<file path="src/rtl/keypad_pkg.sv">
// Shared types, key symbol codes and timing helpers for the matrix keypad scanner.
package keypad_pkg;

    typedef enum logic [1:0] {
        ST_IDLE,
        ST_DEBOUNCE,
        ST_PRESSED,
        ST_RELEASE_DB
    } kp_state_e;

    localparam logic [3:0] KEY_0    = 4'd0;
    localparam logic [3:0] KEY_1    = 4'd1;
    localparam logic [3:0] KEY_2    = 4'd2;
    localparam logic [3:0] KEY_3    = 4'd3;
    localparam logic [3:0] KEY_4    = 4'd4;
    localparam logic [3:0] KEY_5    = 4'd5;
    localparam logic [3:0] KEY_6    = 4'd6;
    localparam logic [3:0] KEY_7    = 4'd7;
    localparam logic [3:0] KEY_8    = 4'd8;
    localparam logic [3:0] KEY_9    = 4'd9;
    localparam logic [3:0] KEY_A    = 4'd10;
    localparam logic [3:0] KEY_B    = 4'd11;
    localparam logic [3:0] KEY_C    = 4'd12;
    localparam logic [3:0] KEY_D    = 4'd13;
    localparam logic [3:0] KEY_STAR = 4'd14;
    localparam logic [3:0] KEY_HASH = 4'd15;

    // Layout: 1 2 3 A / 4 5 6 B / 7 8 9 C / * 0 # D, index = row*4 + col.
    function automatic logic [3:0] idx_to_sym(input int idx);
        logic [3:0] sym;
        case (idx)
            0:       sym = KEY_1;
            1:       sym = KEY_2;
            2:       sym = KEY_3;
            3:       sym = KEY_A;
            4:       sym = KEY_4;
            5:       sym = KEY_5;
            6:       sym = KEY_6;
            7:       sym = KEY_B;
            8:       sym = KEY_7;
            9:       sym = KEY_8;
            10:      sym = KEY_9;
            11:      sym = KEY_C;
            12:      sym = KEY_STAR;
            13:      sym = KEY_0;
            14:      sym = KEY_HASH;
            15:      sym = KEY_D;
            default: sym = 4'd0;
        endcase
        return sym;
    endfunction

    function automatic int ms_to_cyc(input int clk_freq, input int ms);
        return (clk_freq / 1000) * ms;
    endfunction

endpackage

</file>
<file path="src/rtl/keypad_row_scan.sv">
// Row drive, column synchroniser and per-frame snapshot assembly for the keypad matrix.
module keypad_row_scan #(
    parameter int ROWS       = 4,
    parameter int COLS       = 4,
    parameter int SETTLE_CYC = 1
) (
    input  logic                 clk_i,
    input  logic                 rst_ni,
    input  logic [COLS-1:0]      col_i,
    output logic [ROWS-1:0]      row_o,
    output logic [ROWS*COLS-1:0] snap_o,
    output logic                 frame_done_o
);
    localparam int N     = ROWS * COLS;
    localparam int ROW_W = $clog2(ROWS);
    localparam int SET_W = (SETTLE_CYC > 0) ? $clog2(SETTLE_CYC + 1) : 1;
    localparam logic [SET_W-1:0] SET_LAST = SET_W'(SETTLE_CYC);
    localparam logic [ROW_W-1:0] ROW_LAST = ROW_W'(ROWS - 1);

    logic [COLS-1:0]  col_s1_q, col_s2_q;
    logic             run_q;
    logic [SET_W-1:0] set_q, set_d;
    logic [ROW_W-1:0] row_q, row_d;
    logic             smp;
    logic             smp_p1_q, smp_p2_q;
    logic [ROW_W-1:0] row_p1_q, row_p2_q;
    logic [N-1:0]     work_q, work_d, snap_q;
    logic             frame_q;
    logic             last_row;

    assign smp      = run_q && (set_q == SET_LAST);
    assign last_row = smp_p2_q && (row_p2_q == ROW_LAST);
    assign row_o        = run_q ? ~(ROWS'(1) << row_q) : '1;
    assign snap_o       = snap_q;
    assign frame_done_o = frame_q;

    // The sample strobe and its row index travel two cycles behind the drive so they
    // line up with the synchronised column value taken on the row's last drive cycle.
    always_comb begin
        set_d  = set_q;
        row_d  = row_q;
        work_d = work_q;
        if (run_q) begin
            if (smp) begin
                set_d = '0;
                row_d = (row_q == ROW_LAST) ? '0 : row_q + ROW_W'(1);
            end else begin
                set_d = set_q + SET_W'(1);
            end
        end
        if (smp_p2_q) begin
            work_d[int'(row_p2_q)*COLS +: COLS] = ~col_s2_q;
        end
    end

    always_ff @(posedge clk_i or negedge rst_ni) begin
        if (!rst_ni) begin
            col_s1_q <= '1;
            col_s2_q <= '1;
            run_q    <= 1'b0;
            set_q    <= '0;
            row_q    <= '0;
            smp_p1_q <= 1'b0;
            smp_p2_q <= 1'b0;
            row_p1_q <= '0;
            row_p2_q <= '0;
            work_q   <= '0;
            snap_q   <= '0;
            frame_q  <= 1'b0;
        end else begin
            col_s1_q <= col_i;
            col_s2_q <= col_s1_q;
            run_q    <= 1'b1;
            set_q    <= set_d;
            row_q    <= row_d;
            smp_p1_q <= smp;
            row_p1_q <= row_q;
            smp_p2_q <= smp_p1_q;
            row_p2_q <= row_p1_q;
            work_q   <= work_d;
            frame_q  <= last_row;
            if (last_row) begin
                snap_q <= work_d;
            end
        end
    end

endmodule

</file>
<file path="src/rtl/keypad_scanner.sv">
// Matrix keypad scanner: debounce/release FSM, optional auto-repeat and a one-deep event register.
module keypad_scanner
    import keypad_pkg::*;
#(
    parameter int ROWS           = 4,
    parameter int COLS           = 4,
    parameter int CLK_FREQ       = 50_000_000,
    parameter int SETTLE_CYC     = 1,
    parameter int DEBOUNCE_MS    = 10,
    parameter int REPEAT_EN      = 0,
    parameter int REPEAT_DLY_MS  = 500,
    parameter int REPEAT_RATE_MS = 100,
    localparam int CODE_W        = $clog2(ROWS * COLS)
) (
    input  logic              clk,
    input  logic              rst_n,
    output logic [ROWS-1:0]   row,
    input  logic [COLS-1:0]   col,
    output logic              key_valid,
    input  logic              key_ready,
    output logic [CODE_W-1:0] key_code,
    output logic [3:0]        key_sym,
    output logic              key_rpt,
    output logic              key_held,
    output logic              overrun
);
    localparam int N        = ROWS * COLS;
    localparam int DB_CYC   = ms_to_cyc(CLK_FREQ, DEBOUNCE_MS);
    localparam int DLY_CYC  = ms_to_cyc(CLK_FREQ, REPEAT_DLY_MS);
    localparam int RATE_CYC = ms_to_cyc(CLK_FREQ, REPEAT_RATE_MS);
    localparam int RPT_MAX  = (REPEAT_EN != 0) ? ((DLY_CYC > RATE_CYC) ? DLY_CYC : RATE_CYC) : 0;
    localparam int CNT_MAX  = (DB_CYC > RPT_MAX) ? DB_CYC : RPT_MAX;
    localparam int CNT_W    = $clog2(CNT_MAX + 1);
    localparam logic [CNT_W-1:0] DB_LIM   = CNT_W'(DB_CYC);
    localparam logic [CNT_W-1:0] DLY_LIM  = CNT_W'(DLY_CYC);
    localparam logic [CNT_W-1:0] RATE_LIM = CNT_W'(RATE_CYC);
    localparam bit IS_4X4 = (ROWS == 4) && (COLS == 4);

    logic [N-1:0]      snap;
    logic              frame_done;
    logic [N-1:0]      cand_mask;
    int                snap_ones;
    logic [CODE_W-1:0] snap_idx;

    kp_state_e         state_q, state_d;
    logic [CODE_W-1:0] cand_q, cand_d;
    logic [CNT_W-1:0]  cnt_q, cnt_d, tmr_q, tmr_d;
    logic              first_q, first_d;
    logic              held_q, held_d;
    logic              ev_vld, ev_rpt;

    logic              valid_q, rpt_q, ovr_q;
    logic [CODE_W-1:0] code_q;
    logic [3:0]        sym_q;

    keypad_row_scan #(
        .ROWS       (ROWS),
        .COLS       (COLS),
        .SETTLE_CYC (SETTLE_CYC)
    ) u_scan (
        .clk_i        (clk),
        .rst_ni       (rst_n),
        .col_i        (col),
        .row_o        (row),
        .snap_o       (snap),
        .frame_done_o (frame_done)
    );

    always_comb begin
        snap_ones = 0;
        snap_idx  = '0;
        cand_mask = '0;
        cand_mask[cand_q] = 1'b1;
        for (int i = 0; i < N; i++) begin
            if (snap[i]) begin
                snap_ones = snap_ones + 1;
                snap_idx  = CODE_W'(i);
            end
        end
    end

    // Timers free-run and saturate; states clear them when a measured interval starts.
    always_comb begin
        state_d = state_q;
        cand_d  = cand_q;
        held_d  = held_q;
        first_d = first_q;
        cnt_d   = (cnt_q == '1) ? cnt_q : cnt_q + CNT_W'(1);
        tmr_d   = (tmr_q == '1) ? tmr_q : tmr_q + CNT_W'(1);
        ev_vld  = 1'b0;
        ev_rpt  = 1'b0;
        if (frame_done) begin
            case (state_q)
                ST_IDLE: begin
                    if (snap_ones == 1) begin
                        cand_d  = snap_idx;
                        cnt_d   = '0;
                        state_d = ST_DEBOUNCE;
                    end
                end
                ST_DEBOUNCE: begin
                    if (snap != cand_mask) begin
                        state_d = ST_IDLE;
                    end else if (cnt_q >= DB_LIM) begin
                        ev_vld  = 1'b1;
                        held_d  = 1'b1;
                        tmr_d   = '0;
                        first_d = 1'b1;
                        state_d = ST_PRESSED;
                    end
                end
                ST_PRESSED: begin
                    if (!snap[cand_q]) begin
                        cnt_d   = '0;
                        state_d = ST_RELEASE_DB;
                    end else if ((REPEAT_EN != 0) && (tmr_q >= (first_q ? DLY_LIM : RATE_LIM))) begin
                        ev_vld  = 1'b1;
                        ev_rpt  = 1'b1;
                        tmr_d   = '0;
                        first_d = 1'b0;
                    end
                end
                ST_RELEASE_DB: begin
                    if (snap[cand_q]) begin
                        tmr_d   = '0;
                        first_d = 1'b1;
                        state_d = ST_PRESSED;
                    end else if (cnt_q >= DB_LIM) begin
                        held_d  = 1'b0;
                        state_d = ST_IDLE;
                    end
                end
                default: state_d = ST_IDLE;
            endcase
        end
    end

    always_ff @(posedge clk or negedge rst_n) begin
        if (!rst_n) begin
            state_q <= ST_IDLE;
            cand_q  <= '0;
            cnt_q   <= '0;
            tmr_q   <= '0;
            first_q <= 1'b1;
            held_q  <= 1'b0;
        end else begin
            state_q <= state_d;
            cand_q  <= cand_d;
            cnt_q   <= cnt_d;
            tmr_q   <= tmr_d;
            first_q <= first_d;
            held_q  <= held_d;
        end
    end

    // One-deep event holding register; a blocked event is dropped and flagged.
    always_ff @(posedge clk or negedge rst_n) begin
        if (!rst_n) begin
            valid_q <= 1'b0;
            code_q  <= '0;
            sym_q   <= '0;
            rpt_q   <= 1'b0;
            ovr_q   <= 1'b0;
        end else begin
            ovr_q <= 1'b0;
            if (ev_vld && valid_q && !key_ready) begin
                ovr_q <= 1'b1;
            end else if (ev_vld) begin
                valid_q <= 1'b1;
                code_q  <= cand_q;
                sym_q   <= IS_4X4 ? idx_to_sym(int'(cand_q)) : 4'd0;
                rpt_q   <= ev_rpt;
            end else if (valid_q && key_ready) begin
                valid_q <= 1'b0;
            end
        end
    end

    assign key_valid = valid_q;
    assign key_code  = code_q;
    assign key_sym   = sym_q;
    assign key_rpt   = rpt_q;
    assign key_held  = held_q;
    assign overrun   = ovr_q;

endmodule

</file>
<file path="config.mk">
export PLATFORM = sky130hd
export DESIGN_NAME = keypad_scanner
export DESIGN_NICKNAME = d
export VERILOG_FILES = /design/src/rtl/keypad_pkg.sv /design/src/rtl/keypad_row_scan.sv /design/src/rtl/keypad_scanner.sv
export SDC_FILE = /design/constraint.sdc
export NUM_CORES = 1
export LEC_CHECK = 0
export BUFFER_PORTS_ARGS = -buffer_cell sky130_fd_sc_hd__buf_4
export CELL_PAD_IN_SITES_DETAIL_PLACEMENT = 2
export CELL_PAD_IN_SITES_GLOBAL_PLACEMENT = 2
export CORE_MARGIN = 4
export CORE_UTILIZATION = 40
export DETAILED_ROUTE_END_ITERATION = 8
export PLACE_DENSITY = 0.88
export SYNTH_ARGS = -nofsm -noshare
export SYNTH_HDL_FRONTEND = slang
export SYNTH_SLANG_ARGS = --single-unit
</file>
<file path="constraint.sdc">
create_clock -name clk -period 11.9 [get_ports clk]
set_clock_uncertainty 0.05 [all_clocks]
set_input_delay 0.595 -clock clk [delete_from_list [all_inputs] [get_ports clk]]
set_output_delay 0.595 -clock clk [all_outputs]
set_load 0.01 [all_outputs]
</file>
==> results of run 1 <==
-- routing by layer --
layer  wire [µm]  vias to the layer above
li1            -                     2356
met3         605                       57
met2       10400                      125
met4         725                        0
met5           0                        -
met1        8680                     2663
-- path summary, 6_finish.rpt --
kind                                         start                 end  slack, ps  cells after the start
worst min register to register  u_scan.col_s1_q[1]  u_scan.col_s2_q[1]        310                      0
worst max-delay path              u_scan.snap_o[0]           cand_q[2]        910                     50
worst min-delay path                         rst_n           key_valid         50                      1
min in group clk                            col[1]  u_scan.col_s1_q[1]        300                      1
max in group asynchronous                    rst_n    u_scan.snap_o[0]      10570                      2
worst max register to register    u_scan.snap_o[0]           cand_q[2]        910                     50
-- layout by cell type (no fill, tap or decap), types with 3 or more instances in the layout --
| master | n |
|---|---|
| nand2b_1 | 8 |
| nand3_1 | 17 |
| a41oi_1 | 4 |
| clkbuf_16 | 9 |
| nor3b_1 | 4 |
| clkbuf_1 | 4 |
| or3_1 | 9 |
| clkinv_1 | 3 |
| nor3_1 | 26 |
| nor4_1 | 6 |
| inv_1 | 27 |
| dfstp_2 | 8 |
| nand2_1 | 98 |
| mux2_2 | 13 |
| nor2b_1 | 6 |
| mux4_2 | 5 |
| or2_2 | 3 |
| xor3_1 | 3 |
| o31ai_1 | 6 |
| a21oi_1 | 21 |
| a31oi_1 | 6 |
| nand3b_1 | 4 |
| mux2i_1 | 8 |
| o211ai_1 | 3 |
| o2111ai_1 | 4 |
| dfrtp_1 | 75 |
| xnor2_1 | 25 |
| o21ai_0 | 44 |
| and2_1 | 7 |
| ha_1 | 32 |
| xor2_1 | 24 |
| o31a_1 | 3 |
| a211oi_1 | 8 |
| nor2_1 | 42 |
| and3_1 | 8 |
| xnor3_1 | 8 |
| nand4_1 | 13 |
| a211o_1 | 5 |
| buf_4 | 23 |
-- final cells by class --
class | count | share of cell area (%)
well taps | 184 | 3.52
flip-flops and latches | 83 | 31.9
repair buffers | 23 | 2.64
clock inverters | 3 | 0.651
inverters | 30 | 1.72
multi-input cells | 516 | 55.8
clock buffers | 13 | 3.68
-- where the power goes --
part / leakage [nW] / internal [mW] / switching (mW)
logic: 1.69 / 0.585 / 0.844
clock network: 0.134 / 0.163 / 0.118
registers: 1.08 / 0.358 / 0.178
total: 2.90 / 1.11 / 1.14
-- flip-flops by register name (all words and copies together), names as in the netlist, 4 cells and up --
signal	flops
key_sym	4
cand_q	4
u_scan.col_s2_q	4
u_scan.snap_o	16
cnt_q	19
key_code	4
u_scan.work_q	12
u_scan.col_s1_q	4
-- cells by family after synthesis --
group	count (synthesis)	share of synthesized area, %
and+or+nand+nor	263	21.6
adders and majority gates	33	6.85
xor gates and xnor gates	63	12.3
AOI/OAI and AO/OA	129	14.4
other	2	0.125
DFF	83	34.9
muxes	26	5.66
buffers and inverters	62	4.20
-- cells in the mapped netlist, drive strengths merged, types with 3 or more instances --
| library cell | count | share of area (%) |
|---|---|---|
| nor4 | 7 | 0.98 |
| o2111ai | 4 | 0.58 |
| mux2 | 13 | 2.4 |
| o21ai | 45 | 3.8 |
| o31a | 3 | 0.44 |
| nor3 | 26 | 2.2 |
| clkinv | 3 | 0.19 |
| nand2b | 8 | 0.84 |
| mux2i | 8 | 1.3 |
| xor3 | 4 | 1.6 |
| and3 | 8 | 0.84 |
| nand2 | 98 | 6.1 |
| nor2 | 42 | 2.6 |
| buf | 9 | 0.88 |
| inv | 27 | 1.7 |
| clkbuf | 23 | 1.4 |
| nor2b | 6 | 0.63 |
| xor2 | 24 | 3.5 |
| a211oi | 8 | 1.0 |
| a31oi | 6 | 0.63 |
| nand3b | 4 | 0.50 |
| xnor2 | 27 | 4.2 |
| o211ai | 4 | 0.58 |
| dfstp | 8 | 3.5 |
| a21oi | 21 | 1.8 |
| ha | 32 | 6.7 |
| xnor3 | 8 | 3.0 |
| nand3 | 17 | 1.4 |
| mux4 | 5 | 1.9 |
| o31ai | 6 | 0.75 |
| nand4 | 13 | 1.4 |
| dfrtp | 75 | 31 |
| or2 | 3 | 0.31 |
| nor3b | 5 | 0.71 |
| a211o | 5 | 0.73 |
| a41oi | 4 | 0.58 |
| and2 | 8 | 0.84 |
| or3 | 9 | 0.94 |
-- worst max-delay path, delay by kind of cell, from the launching register on --
family / cells / cell delay (ps)
XOR/XNOR: 3 / 530
AND/OR/NAND/NOR: 13 / 2190
AO/OA/AOI/OAI: 10 / 1710
adder cells (fa/ha/maj): 14 / 4140
multiplexers: 4 / 1150
buffers and inverters: 6 / 680
flip-flops: 1 / 420
==> results.ini, run 1 <==
[global_route]
met3_usage_pct=3.44
use_met2_pct=44.3
grtUsageMet1_pct=31.8
antenna_found_initial=0
grt.busiest_layer=met2
grt_max_degree=69
track_usage_pct=25.4
overflow=0
grt_pass1_wl_um=33400
grt_pass1_vias=5834

[yosys]
synthArstFlopShare_pct=100
yosysWarnings=0
syn_nets=700
synthCells=661
synth_edf_count=0
ys_seq_area_share_pct=34.9
synth.distinct_cells=73
synth-seq-cells=83
synth_flop_cell=dfrtp_1
synth_area_um2=5990
syn_area_per_cell_um2=9.06

[timing]
final-setup-viol-count=0
layout_setup_ws_ps=913
worstMarginPinSlew_ps=1120
rsz0062_at_grt=no
fmax_ghz=0.0910
slew_headroom_pct=24.8
slew_violations=0
timing.setup.tns_ps=0
fin_crit_ps=10990
fin_crit_sh_pct=92.3
hold_viol=0
hold_slack_ps=50.0

[finish]
final_area_um2=6540
syn2layout_area_growth_pct=9.13
nets=702
layout-drive-gt1-share_pct=11.2
stdcell_count=852
seqCellArea_um2=2090
post-route-util_pct=44.8
n_fill_cell=1517
diodes=0
multi_input_area_um2=3650

[detailed_routing]
drt_wl_total_um=20400
first_pass_iters=5
antenna_left=0
post-route-drc-count=0
vias_per_cell=6.10
wire_per_inst_um=23.9
drtIter0Drc=363
via_count=5201

[floorplanning]
ios=23
num_rows=44
core-area_um2=14600
die_x_um=130
die_h_um=130
die_area_um2=17000
start_util_pct=41.0

[clock_network]
cts-root-buf=clkbuf_16
cts_buffer_depth=2
cts.htree.levels=3
clk_pin_slew_ps=70
clock_latency_ps=350
clkSinkCount=83
cts-hold-fix-buffers=0
cts-resized-gates=0
cts_buffers=9
cts_tree=yes
cts_setup_buffers=0

[setup_path]
slowest_delay_ps=420
crit_required_ps=12090
worstSetupEndpointType=flop
crit_type=reg2reg
cpMaxStageDelayCell=dfrtp_1
cp.arrival_ps=11170
cp_max_fo=24
worstSetupStartpointType=flop
cp_common_cell=ha_1

[place]
gp_congestion=0.851
dp_cells=836
place_area_um2=6250
io_buffers=21
dpl_worst_slack_ps=1110
hpwl_um=13700

[power]
ir_drop_uv=157
powerDensity_nw_per_um2=344
p_total_mw=2.25
power_leakage_nw=2.90

[worst_hold_path]
hold_path_class=in2async

[outcome]
status=complete, no violations

[job]
drv_cap=0

Power figures use the tool's default switching activity.
==> run 2, diff against run 1 <==
- ABC_AREA: not set -> 1
- CORE_UTILIZATION: 40 -> 36
- PLACE_DENSITY: 0.88 -> 0.87
==> run 2 against run 1 <==
- sequential share of layout area shrank 1.6 points
- clock-buffer cell count shrank 4
- synthesized cell count grew 34%
- die area grew 15%
- clock power grew 4%
==> results.ini, run 2 <==
[outcome]
status=complete, no violations

[clock_network]
clk_pin_slew_ps=80  ; about the same
cts.htree.levels=3  ; unchanged
cts_buffers=9  ; unchanged
cts_tree=yes
cts_setup_buffers=0  ; unchanged
cts-resized-gates=0  ; unchanged
cts-hold-fix-buffers=0  ; unchanged
cts-root-buf=clkbuf_16
cts_buffer_depth=2  ; unchanged
clock_latency_ps=350  ; about the same
clkSinkCount=83  ; unchanged

[detailed_routing]
vias_per_cell=5.09  ; -17%
antenna_left=0  ; unchanged
first_pass_iters=4  ; -1
wire_per_inst_um=17.2  ; -28%
via_count=5759  ; +11%
post-route-drc-count=0  ; unchanged
drt_wl_total_um=19400  ; -4.8%
drtIter0Drc=304  ; -16%

[yosys]
synth_top_cell_area_share_pct=30.1  ; -1.2 points
synthTopCellsByCount=nand2_1 (234), inv_1 (125), dfrtp_1 (75)
syn_nets=927  ; +32%
syn_area_per_cell_um2=7.01  ; -23%
synth_top_cell_by_area=dfrtp_1
ys_seq_area_share_pct=33.5  ; -1.3 points
ys_top_cells_by_area=dfrtp_1 (30%), nand2_1 (14%), inv_1 (7.5%), ha_1 (6.4%), nand3_1 (5.5%)
synth-seq-cells=83  ; unchanged
synth_edf_count=0  ; unchanged
synthArstFlopShare_pct=100  ; unchanged
yosysWarnings=0  ; unchanged
synth.distinct_cells=44  ; -40%
synth_area_um2=6230  ; +4.0%
post-synth-top-count-cell=nand2_1
synthCells=888  ; +34%
synth_flop_cell=dfrtp_1

[global_route]
grt_max_degree=66  ; -4.3%
antenna_found_initial=0  ; unchanged
use_met2_pct=37.0  ; -7.4 points
overflow=0  ; unchanged
grt_pass1_wl_um=33400  ; about the same
grtUsageMet1_pct=25.9  ; -5.9 points
track_usage_pct=20.8  ; -4.6 points
grt_pass1_vias=6609  ; +13%
grt.busiest_layer=met2
met3_usage_pct=3.33  ; -0.11 points

[timing]
rsz0062_at_grt=no
fin_crit_ps=9140  ; -1850 ps
fin_crit_sh_pct=76.8  ; -16 points
hold_viol=0  ; unchanged
timing.setup.tns_ps=0  ; unchanged
worstMarginPinSlew_ps=1150  ; +25.6 ps
fmax_ghz=0.109  ; +20%
layout_setup_ws_ps=2760  ; +1850 ps
final-setup-viol-count=0  ; unchanged
hold_slack_ps=67.2  ; +17.2 ps
slew_headroom_pct=22.2  ; -2.5 points
slew_violations=0  ; unchanged

[power]
power_leakage_nw=3.56  ; +23%
ir_drop_uv=111  ; -29%
p_total_mw=1.75  ; -22%
powerDensity_nw_per_um2=254  ; -26%

[setup_path]
worstReg2RegStart=u_scan.snap_o[1]
critPathCapture=cnt_q[13]
slowest_delay_ps=500  ; +80 ps
startpoint=u_scan.snap_o[1]
reg2reg_slack_ps=2760  ; +1850 ps
cp.buffers_inverters=6  ; unchanged
critPathTopFamily=adder cells
cp_max_fo=20  ; -17%
worstRegToRegCells=53  ; +6.0%
worstSetupEndpointType=flop
cpMaxStageDelayCell=nand3_2
regToRegEndpoint=cnt_q[13]
crit_required_ps=12090  ; about the same
cp.arrival_ps=9330  ; -1840 ps
path_depth=53  ; +6.0%
crit_type=reg2reg
worstSetupStartpointType=flop
cp_common_cell=nand2_1

[floorplanning]
ios=23  ; unchanged
num_rows=47  ; +6.8%
die_x_um=140  ; +7.0%
core-area_um2=16800  ; +15%
die_area_um2=19500  ; +15%
die_h_um=140  ; +7.0%
start_util_pct=37.1  ; -3.9 points

[place]
dp_cells=1116  ; +33%
io_buffers=21  ; unchanged
place_area_um2=6580  ; +5.2%
hpwl_um=15000  ; +9.2%
gp_congestion=0.789  ; -7.2%
dpl_worst_slack_ps=2760  ; +1650 ps

[finish]
diodes=0  ; unchanged
layout_common_cells=nand2_1 (234), inv_1 (125), dfrtp_1 (75)
stdcell_count=1132  ; +33%
syn2layout_area_growth_pct=10.5
regMostFlops=cnt_q
layout-drive-gt1-share_pct=17.2  ; +6.0 points
largest_reg_flops=19  ; unchanged
layout_commonest_cell=nand2_1
nets=946  ; +35%
final_area_um2=6880  ; +5.3%
post-route-util_pct=41.0  ; -3.7 points

[worst_hold_path]
hold_path_class=in2async

[job]
drv_cap=0  ; unchanged

==> run 2: cell types whose count changed in the layout (fill, tap and decap cells not counted), moves of 13 or more <==
cell and change:
nand2_2 +53, nand3_1 +52, xnor2_1 -19, inv_1 +98
nor2_1 +30, nor3_1 -18, nand2_1 +136, mux2_2 -13
inv_2 +17, nand3_2 +25
==> run 2: cell families (layout without fill, tap and decap cells) <==
family,Yosys count,in the layout,share of synthesized area [%]
buf+inv,157,181,10.0
fa+ha+maj,32,32,6.43
simple gates,498,498,38.2
other cells,2,2,0.121
xor+xnor,24,24,3.38
flops,83,83,33.5
mux,2,2,0.322
compound gates,90,90,7.96
==> run 2: per-layer routing <==
layer | vias to the layer above | wire [µm]
li1 | 2835 | -
met1 | 2829 | 8720
met2 | 62 | 9720
met3 | 33 | 505
met4 | 0 | 484
met5 | - | 0
==> run 2: worst register-to-register path: cells and delay by family, from the launching register on <==
family,cells,cell delay [ps]
flops,1,410
fa+ha+maj,14,4110
simple gates,30,3640
compound gates,3,410
buf+inv,6,450
==> run 2: worst min path at each step <==
stage                             startpoint                  to  slack (ps)
after floorplan                        rst_n           cand_q[0]         250
after global placement    u_scan.row_p1_q[1]  u_scan.row_p2_q[1]         280
after detailed placement  u_scan.col_s1_q[2]  u_scan.col_s2_q[2]         300
after CTS                              rst_n            key_held          70
after global routing                   rst_n            key_held          80
final                                  rst_n            key_held          70
==> run 2: cell type report <==
cell class                 count  area [µm²]
fill                        2030        9880
multi-input combinational    648        3510
sequential                    83        2090
inverter                     143         539
tap                          220         275
clock buffer                   9         225
timing repair buffer          22         165
clock inverter                 7        73.8
==> run 2: power by group <==
| part | switching (mW) | internal [mW] | total [mW] |
|---|---|---|---|
| Combinational | 0.667 | 0.339 | 1.01 |
| Clock | 0.142 | 0.149 | 0.291 |
| Sequential | 0.0971 | 0.352 | 0.449 |
| Total | 0.906 | 0.840 | 1.75 |
==> run 3, diff against run 2 <==
- clock period: 11.9 -> 9.2 ns (I/O delays scaled with it)
==> run 3 against run 2 <==
- sequential power rose by 30%
- clock-buffer cell count rose by 1
- sequential cell count unchanged
- total power rose by 42%
- die area stayed put
- combinational power is 49% higher
- maximum frequency is 5.5% higher
- first-iteration DRC count down 16%
- utilization grew 0.77 points
==> results.ini, run 3 (synthesis gave the netlist of run 2 again) <==
[setup_path]
worstReg2RegStart=u_scan.snap_o[0]
worstSetupStartpointType=flop
cp_max_fo=6  ; -70%
startpoint=u_scan.snap_o[0]
crit_type=reg2reg
slowest_delay_ps=410  ; -90 ps
crit_required_ps=9410  ; -2680 ps
cp_common_cell=nand2_1
cp.arrival_ps=8870  ; -460 ps
worstSetupEndpointType=flop
cpMaxStageDelayCell=dfrtp_1

[power]
p_total_mw=2.47  ; +42%
power_leakage_nw=3.57  ; +0.38%
ir_drop_uv=167  ; +51%
powerDensity_nw_per_um2=353  ; +39%

[worst_hold_path]
holdCritStartpoint=col[0]
hold_path_class=in2reg

[clock_network]
cts_buffer_depth=2  ; unchanged
clk_pin_slew_ps=70  ; about the same
cts.htree.levels=3  ; unchanged
cts-root-buf=clkbuf_16
clock_latency_ps=360  ; about the same
cts_buffers=9  ; unchanged
clkSinkCount=83  ; unchanged
cts_tree=yes

[detailed_routing]
antenna_left=0  ; unchanged
via_count=5939  ; +3.1%
first_pass_iters=4  ; unchanged
drtIter0Drc=256  ; -16%
post-route-drc-count=0  ; unchanged
vias_per_cell=5.22  ; +2.7%
drt_wl_total_um=21400  ; +10%
wire_per_inst_um=18.9  ; +9.9%

[timing]
final-setup-viol-count=0  ; unchanged
fin_crit_sh_pct=94.2  ; +17 points
fmax_ghz=0.115  ; +5.5%
fin_crit_ps=8660  ; -477 ps
worstMarginPinSlew_ps=1130  ; -18.2 ps
slew_headroom_pct=24.2  ; +1.9 points
hold_viol=0  ; unchanged
slew_violations=0  ; unchanged
timing.setup.tns_ps=0  ; unchanged

[finish]
nets=951  ; +0.53%
layout-drive-gt1-share_pct=18.8  ; +1.5 points
regMostFlops=cnt_q
largest_reg_flops=19  ; unchanged
diodes=0  ; unchanged
layout_common_cells=nand2_1 (230), inv_1 (123), dfrtp_1 (75)
layout_commonest_cell=nand2_1
stdcell_count=1137  ; +0.44%
syn2layout_area_growth_pct=12.6

[global_route]
grt_pass1_vias=6575  ; -0.51%
antenna_found_initial=0  ; unchanged
track_usage_pct=21.8  ; +0.95 points
grt_pass1_wl_um=34700  ; +3.9%
grt_max_degree=60  ; -9.1%
overflow=0  ; unchanged

[floorplanning]
die_area_um2=19500  ; unchanged
ios=23  ; unchanged
start_util_pct=37.1  ; unchanged
die_x_um=140  ; unchanged
core-area_um2=16800  ; unchanged
die_h_um=140  ; unchanged
num_rows=47  ; unchanged

[place]
io_buffers=21  ; unchanged
hpwl_um=14800  ; -0.87%
gp_congestion=0.793  ; +0.43%
dp_cells=1116  ; unchanged

[job]
drv_cap=0  ; unchanged

[outcome]
status=complete, no violations

[run 3: final timing paths]
path	to	slack (ps)	cells after the start
setup / recovery	cnt_q[14]	540	53
hold / removal	u_scan.col_s1_q[0]	150	1
setup reg to reg	cnt_q[14]	540	53
hold reg to reg	u_scan.row_p2_q[1]	300	0
max in group asynchronous	u_scan.snap_o[9]	7460	3
min in group asynchronous	u_scan.snap_o[13]	520	2
[run 3: area by class of cell]
class	instances	area, µm²
Inverter	143	539
Tap cell	220	275
Timing Repair Buffer	24	183
Clock buffer	10	229
Fill cell	2026	9750
Sequential cell	83	2090
Multi-Input combinational cell	651	3620
Clock inverter	6	71.3
[run 3: metrics by stage]
step | hold slack (ps) | area [µm²] | setup WS [ps] | util, %
floorplan | 114 | 6230 | 1480 | -
global placement | 282 | 6580 | 568 | 39.3
detailed placement | 289 | 6580 | 53.2 | 39.3
CTS | 145 | 6900 | 123 | 41.2
global route | 144 | 7010 | -66.6 | 41.8
finish | 155 | 7010 | 537 | 41.8
[run 3: report_power, final]
group | switching [mW] | internal [mW]
clock network | 0.173 | 0.213
registers | 0.130 | 0.456
logic | 1.01 | 0.488
total | 1.32 | 1.16
[run 3: worst max-delay path, delay by kind of cell (launching register included)]
kind / cells / cell delay, ps
simple gates: 30 / 3240
fa+ha+maj: 14 / 4090
compound gates: 3 / 350
flops: 1 / 410
buf+inv: 6 / 400
[run 3: repair_timing]
item,4_1_cts,5_1_grt
pin swaps,0,6
cloned,0,3
hold buffers,1,0
setup endpoints to repair,20,25
setup buffers,0,1
endpoints found under the hold margin,24,0
resized for setup,1,20
[run 3: per-layer routing]
metal	up-vias	GRT usage [%]	wire, µm
li1	2854	-	-
met1	2977	27.0	9580
met2	69	38.5	10900
met3	39	3.09	413
met4	0	7.72	596
met5	-	0	0
